### config.mk
export PLATFORM = sky130hd
export DESIGN_NAME = fila_circ_flat
export DESIGN_NICKNAME = d
export VERILOG_FILES = /design/src/rtl/fila_pkg.sv /design/src/rtl/fila_circ_if.sv /design/src/rtl/fila_mem.sv /design/src/rtl/fila_circ.sv /design/src/flat_wrapper.sv
export SDC_FILE = /design/constraint.sdc
export NUM_CORES = 1
export LEC_CHECK = 0
export ABC_CLOCK_PERIOD_IN_PS = 2900
export BUFFER_PORTS_ARGS = -buffer_cell sky130_fd_sc_hd__buf_2
export CAP_MARGIN = 20
export CORE_ASPECT_RATIO = 1.75
export CORE_UTILIZATION = 50
export CTS_CLUSTER_DIAMETER = 150
export DETAILED_ROUTE_END_ITERATION = 12
export GPL_ROUTABILITY_DRIVEN = 0
export HOLD_SLACK_MARGIN = 0.1
export PLACE_DENSITY = 0.69
export SLEW_MARGIN = 0
export SYNTH_ARGS = -nofsm -noshare
export SYNTH_HDL_FRONTEND = slang
export SYNTH_SLANG_ARGS = --single-unit
### constraint.sdc
create_clock -name clk_10KHz -period 2.9 [get_ports clk_10KHz]
set_input_delay 0.29 -clock clk_10KHz [delete_from_list [all_inputs] [get_ports clk_10KHz]]
set_output_delay 0.29 -clock clk_10KHz [all_outputs]
set_load 0.005 [all_outputs]
### src/rtl/fila_pkg.sv
// Shared definitions for the circular-buffer FIFO (fila_circ).
// Default geometry and the pointer wrap helper used by the head/tail logic.
package fila_pkg;

  localparam int FILA_WIDTH_DEF = 8;
  localparam int FILA_DEPTH_DEF = 8;

  // Advance a ring pointer by one, wrapping DEPTH-1 -> 0 by explicit compare
  // so that non-power-of-two depths work.
  function automatic int unsigned ptr_next(input int unsigned ptr,
                                           input int unsigned depth);
    return (ptr == depth - 32'd1) ? 32'd0 : ptr + 32'd1;
  endfunction

endpackage

### src/rtl/fila_circ_if.sv
// Bus interface for fila_circ: request/data inputs and status outputs.
// Optional feature macro: FILA_CIRC_ERR_EN adds sticky overflow/underflow flags.
//
// Handshake: enqueue_in and dequeue_in are single-cycle requests sampled on
// every rising edge; there is no ready signal. The producer watches full_out
// and the consumer watches empty_out. A request that cannot be honoured is
// dropped. data_valid_out pulses for exactly one cycle when data_out was
// loaded at the preceding edge.
interface fila_circ_if
  import fila_pkg::*;
#(
  parameter int WIDTH = FILA_WIDTH_DEF,
  parameter int DEPTH = FILA_DEPTH_DEF
) ();

  localparam int LEN_W = $clog2(DEPTH + 1);

  logic [WIDTH-1:0] data_in;
  logic             enqueue_in;
  logic             dequeue_in;
  logic [WIDTH-1:0] data_out;
  logic             data_valid_out;
  logic [LEN_W-1:0] len_out;
  logic             full_out;
  logic             empty_out;
`ifdef FILA_CIRC_ERR_EN
  logic             overflow_out;
  logic             underflow_out;
`endif

  // Producer/consumer side
  modport master (
    output data_in, enqueue_in, dequeue_in,
    input  data_out, data_valid_out, len_out, full_out, empty_out
`ifdef FILA_CIRC_ERR_EN
    , input overflow_out, underflow_out
`endif
  );

  // FIFO side
  modport slave (
    input  data_in, enqueue_in, dequeue_in,
    output data_out, data_valid_out, len_out, full_out, empty_out
`ifdef FILA_CIRC_ERR_EN
    , output overflow_out, underflow_out
`endif
  );

endinterface

### src/rtl/fila_mem.sv
// Storage array for fila_circ: one synchronous write port, one
// combinational read port. Contents are intentionally not reset.
module fila_mem #(
  parameter int WIDTH = 8,
  parameter int DEPTH = 8,
  localparam int PTR_W = $clog2(DEPTH)
) (
  input  logic             clk_10KHz,
  input  logic             wr_en,
  input  logic [PTR_W-1:0] wr_addr,
  input  logic [WIDTH-1:0] wr_data,
  input  logic [PTR_W-1:0] rd_addr,
  output logic [WIDTH-1:0] rd_data
);

  logic [WIDTH-1:0] mem [DEPTH];

  // Write the addressed entry on an accepted enqueue
  always_ff @(posedge clk_10KHz) begin
    if (wr_en) mem[wr_addr] <= wr_data;
  end

  assign rd_data = mem[rd_addr];

endmodule

### src/rtl/fila_circ.sv
// Circular-buffer FIFO with head/tail pointers and registered status.
// Optional feature macro: FILA_CIRC_ERR_EN adds sticky overflow_out and
// underflow_out flags; without it rejected requests are silently dropped.
module fila_circ
  import fila_pkg::*;
#(
  parameter int WIDTH = FILA_WIDTH_DEF,
  parameter int DEPTH = FILA_DEPTH_DEF
) (
  input  logic        clk_10KHz,
  input  logic        reset,
  fila_circ_if.slave  bus
);

  localparam int PTR_W = $clog2(DEPTH);
  localparam int LEN_W = $clog2(DEPTH + 1);

  logic [PTR_W-1:0] head;
  logic [PTR_W-1:0] tail;
  logic [LEN_W-1:0] count;
  logic [LEN_W-1:0] count_next;
  logic             enq_ok;
  logic             deq_ok;
  logic [WIDTH-1:0] rd_data;
  logic [WIDTH-1:0] data_q;
  logic             valid_q;
  logic             full_q;
  logic             empty_q;

  fila_mem #(
    .WIDTH (WIDTH),
    .DEPTH (DEPTH)
  ) u_mem (
    .clk_10KHz (clk_10KHz),
    .wr_en     (enq_ok),
    .wr_addr   (tail),
    .wr_data   (bus.data_in),
    .rd_addr   (head),
    .rd_data   (rd_data)
  );

  // Accept decisions from pre-edge flags; a dequeue frees a slot so a full
  // FIFO still takes an enqueue in the same cycle. An empty FIFO never
  // forwards the incoming word straight to data_out.
  always_comb begin
    deq_ok     = bus.dequeue_in & ~empty_q;
    enq_ok     = bus.enqueue_in & (~full_q | deq_ok);
    count_next = count;
    case ({enq_ok, deq_ok})
      2'b10:   count_next = count + LEN_W'(1);
      2'b01:   count_next = count - LEN_W'(1);
      default: count_next = count;
    endcase
  end

  // Pointers, occupancy and flags; flags track the post-update count
  always_ff @(posedge clk_10KHz or posedge reset) begin
    if (reset) begin
      head    <= '0;
      tail    <= '0;
      count   <= '0;
      full_q  <= 1'b0;
      empty_q <= 1'b1;
    end else begin
      if (enq_ok) tail <= PTR_W'(ptr_next(32'(tail), $unsigned(DEPTH)));
      if (deq_ok) head <= PTR_W'(ptr_next(32'(head), $unsigned(DEPTH)));
      count   <= count_next;
      full_q  <= (count_next == LEN_W'(DEPTH));
      empty_q <= (count_next == '0);
    end
  end

  // Output word register and its one-cycle valid pulse
  always_ff @(posedge clk_10KHz or posedge reset) begin
    if (reset) begin
      data_q  <= '0;
      valid_q <= 1'b0;
    end else begin
      valid_q <= deq_ok;
      if (deq_ok) data_q <= rd_data;
    end
  end

`ifdef FILA_CIRC_ERR_EN
  logic overflow_q;
  logic underflow_q;

  // Sticky error flags, cleared only by reset
  always_ff @(posedge clk_10KHz or posedge reset) begin
    if (reset) begin
      overflow_q  <= 1'b0;
      underflow_q <= 1'b0;
    end else begin
      if (bus.enqueue_in & ~enq_ok)   overflow_q  <= 1'b1;
      if (bus.dequeue_in & empty_q)   underflow_q <= 1'b1;
    end
  end

  assign bus.overflow_out  = overflow_q;
  assign bus.underflow_out = underflow_q;
`endif

  assign bus.data_out       = data_q;
  assign bus.data_valid_out = valid_q;
  assign bus.len_out        = count;
  assign bus.full_out       = full_q;
  assign bus.empty_out      = empty_q;

endmodule

### src/flat_wrapper.sv
// flat-port wrapper written by rule: the top's interface ports become plain ports
module fila_circ_flat import fila_pkg::*;
#(
  parameter int WIDTH = FILA_WIDTH_DEF,
  parameter int DEPTH = FILA_DEPTH_DEF
)
  (clk_10KHz, reset, bus_data_in, bus_enqueue_in, bus_dequeue_in, bus_data_out, bus_data_valid_out, bus_len_out, bus_full_out, bus_empty_out);
  fila_circ_if #(.WIDTH(WIDTH), .DEPTH(DEPTH)) bus_i ();
  input  logic clk_10KHz;
  input  logic reset;
  input wire logic [$bits(bus_i.data_in)-1:0] bus_data_in;
  input wire logic [$bits(bus_i.enqueue_in)-1:0] bus_enqueue_in;
  input wire logic [$bits(bus_i.dequeue_in)-1:0] bus_dequeue_in;
  output wire logic [$bits(bus_i.data_out)-1:0] bus_data_out;
  output wire logic [$bits(bus_i.data_valid_out)-1:0] bus_data_valid_out;
  output wire logic [$bits(bus_i.len_out)-1:0] bus_len_out;
  output wire logic [$bits(bus_i.full_out)-1:0] bus_full_out;
  output wire logic [$bits(bus_i.empty_out)-1:0] bus_empty_out;
  assign bus_i.data_in = bus_data_in;
  assign bus_i.enqueue_in = bus_enqueue_in;
  assign bus_i.dequeue_in = bus_dequeue_in;
  assign bus_data_out = bus_i.data_out;
  assign bus_data_valid_out = bus_i.data_valid_out;
  assign bus_len_out = bus_i.len_out;
  assign bus_full_out = bus_i.full_out;
  assign bus_empty_out = bus_i.empty_out;
  fila_circ #(.WIDTH(WIDTH), .DEPTH(DEPTH)) u_core (.clk_10KHz(clk_10KHz), .reset(reset), .bus(bus_i));
endmodule
==> metrics.cfg <==
[setup_path]
path_class=reg2reg
cp.arrival_ns=2.69
critPathCaptureType=flip-flop
crit_path_start_kind=flip-flop
required_ns=3.12
cp_max_fo=5

[power]
internal_power_mw=2.93
switching_share_pct=28.5
fin_total_pwr_mw=4.10
clkPwrFrac_pct=27.3
pwr-share-seq_pct=44.9
p_per_area_nw_per_um2=1020
combinationalPowerShare_pct=27.8
p_leak_nw=1.54
ir_drop_mv=0.538
p_sw_mw=1.17

[floorplan]
fp.dieW_um=65.0
pin_count=27
initial_utilization_pct=52.4
coreArea_um2=6640
die_area_um2=7300
die_h_um=112
rows=39

[routing]
drtIter0Drc=127
routed_wl_um=5960
routedWlPerCell_um=18.8
drc=0
vias=1777
dr.pass1.iters=4
via_per_inst=5.61
ant_nets=0

[yosys]
synth_edf_count=64
yosysTopAreaCell=edfxtp_1
synth_seq_cells=85
synth_compound_area_share_pct=2.70
ys_async_sr_fraction_pct=24.7
synth_ff_type=edfxtp_1
synth_top_family_by_area=multiplexers
syn_area_um2=3480
syn_inst=191
yosysTopAreaCellShare_pct=55.3
syn-num-nets=210
yosys.area_share.simple_pct=5.47
syn_avg_cell_area_um2=18.2
synth_area_leaders=edfxtp_1 55%, dfrtp_1 14%, mux4_1 6.0%
synth_xor_area_share_pct=1.69
synth_warnings=0
synthAdderAreaFrac_pct=2.52
yosysSeqAreaShare_pct=70.4
synth_cell_types=36
synthMuxAreaShare_pct=15.1

[sta]
hold_viol=0
worst_pin_slew_ns=0.798
clock_skew_ns=0.00353
fmaxAchievable_mhz=405
period_needed_ns=2.47
rsz0062_at_grt=no
finalMaxSlewViolations=0
finalSetupViolCount=0
relSlewSlack_pct=46.8
period_share_pct=85.1
tns_ns=0

[clocking]
cts-buffers-inserted=9
cts_sinks=85
clockBufferDepth=2
ctsResizeCount=0
cts_hold_buf=0
htree_levels=3
cts.clk_slew.worst_paths_ns=0.06
clockRootBuffer=clkbuf_16
clock_latency_ns=0.33
cts_setup_buffers=0
cts_tree=done

[global_routing]
track_usage_pct=19.0
antenna_found_initial=0
grt_pass1_vias=1856
grt_start_max_net_pins=22
grt_pass1_wl_um=9690
grt-ovfl-total=0

[layout]
diodes=0
drive_gt1_share_pct=27.7
regArea_um2=2450
fill_cells=523
final_cell_mix=64 x edfxtp_1, 26 x buf_2, 20 x dfrtp_1
area_delta_synth_final_pct=15.8
final_common_cell=edfxtp_1
nets=249
multi_input_area_um2=957

[placement]
dp_hpwl_um=3930
io_buffers=26

[min_path]
min_path_type=in2async

[flow_run]
cap_viol_max_count=0

[outcome]
status=finished clean

metal layers:
layer  wire (um)  vias to the layer above  GRT usage (%)
li1            -                      825              -
met1        2360                      899           20.8
met2        3340                       45           33.6
met3         192                        8           5.79
met4          75                        0           7.39
met5           0                        -              0
path summary, 6_finish.rpt:
kind | start | endpoint | slack (ns) | cells past startpoint
worst max-delay path | u_core.bus.empty_out | u_core.bus.full_out | 0.43 | 9
worst min-delay path | reset | u_core.head[2] | 0.11 | 2
worst max register to register | u_core.bus.empty_out | u_core.bus.full_out | 0.43 | 9
worst min register to register | u_core.bus.data_out[7] | u_core.bus.data_out[7] | 0.48 | 2
max in group asynchronous | reset | u_core.bus.len_out[1] | 2.30 | 2
min in group clk_10KHz | bus_data_in[3] | u_core.u_mem.mem[5][3] | 0.23 | 1
cell families after synthesis:
| kind of cell | count (synthesis) |
|---|---|
| compound gates | 16 |
| fa+ha+maj | 7 |
| buf+inv | 11 |
| flops | 85 |
| mux | 29 |
| xor+xnor | 5 |
| simple gates | 38 |
layout make-up:
class                           instances  share of cell area (%)
Timing Repair Buffer                   37                    5.28
Inverter                                2                   0.186
Sequential cell                        85                    60.8
Clock buffer                           14                    6.56
Tap cell                               82                    2.55
Clock inverter                          2                   0.839
Multi-Input combinational cell         95                    23.8
sequential cells by signal, indices dropped and copies added (netlist names):
name                       cells
u_core.bus.data_out            8
u_core.bus.data_valid_out      1
u_core.bus.empty_out           1
u_core.bus.full_out            1
u_core.bus.len_out             4
u_core.head                    3
u_core.tail                    3
u_core.u_mem.mem              64
synthesized netlist by cell type (2+ instances only):
| master | n |
|---|---|
| o21ai_1 | 8 |
| nand2b_1 | 5 |
| dfrtp_1 | 20 |
| nand2_1 | 12 |
| edfxtp_1 | 64 |
| xor2_1 | 3 |
| nor3_1 | 7 |
| o21ai_0 | 2 |
| mux2i_1 | 8 |
| ha_1 | 7 |
| buf_2 | 2 |
| clkbuf_1 | 4 |
| inv_1 | 2 |
| a21oi_1 | 2 |
| mux4_1 | 8 |
| nor2_1 | 6 |
| mux4_2 | 8 |
| mux2_2 | 5 |
power by group through the flow:
stage / sequential, mW / clock, mW / combinational [mW]
floorplan: 1.77 / 0 / 0.911
global route: 1.88 / 1.20 / 1.27
global placement: 1.86 / 0 / 1.14
detailed placement: 1.87 / 0 / 1.16
finish: 1.84 / 1.12 / 1.14
CTS: 1.85 / 1.15 / 1.17
stage by stage:
stage               hold WS, ns  instances  utilization [%]  worst slack, ns  area, um^2
finish                    0.106        317             60.7            0.431        4030
global route              0.176        317             60.7            0.262        4030
CTS                       0.118        317             60.7            0.424        4030
detailed placement        0.475        301             56.2            0.454        3730
global placement          0.464        301             56.2            0.534        3730
floorplan                 0.266        191                -            0.232        3480
critical path, cell delays in order, from the launching register on:
cell and delay (ns):
dfstp_2 0.52, nand2b_1 0.18, inv_1 0.11, ha_1 0.31, xor2_1 0.19, ha_1 0.18
a21oi_1 0.20, xor3_1 0.25, a31oi_1 0.22, o21ba_2 0.19
No activity file was read; power rests on OpenSTA's default activity.
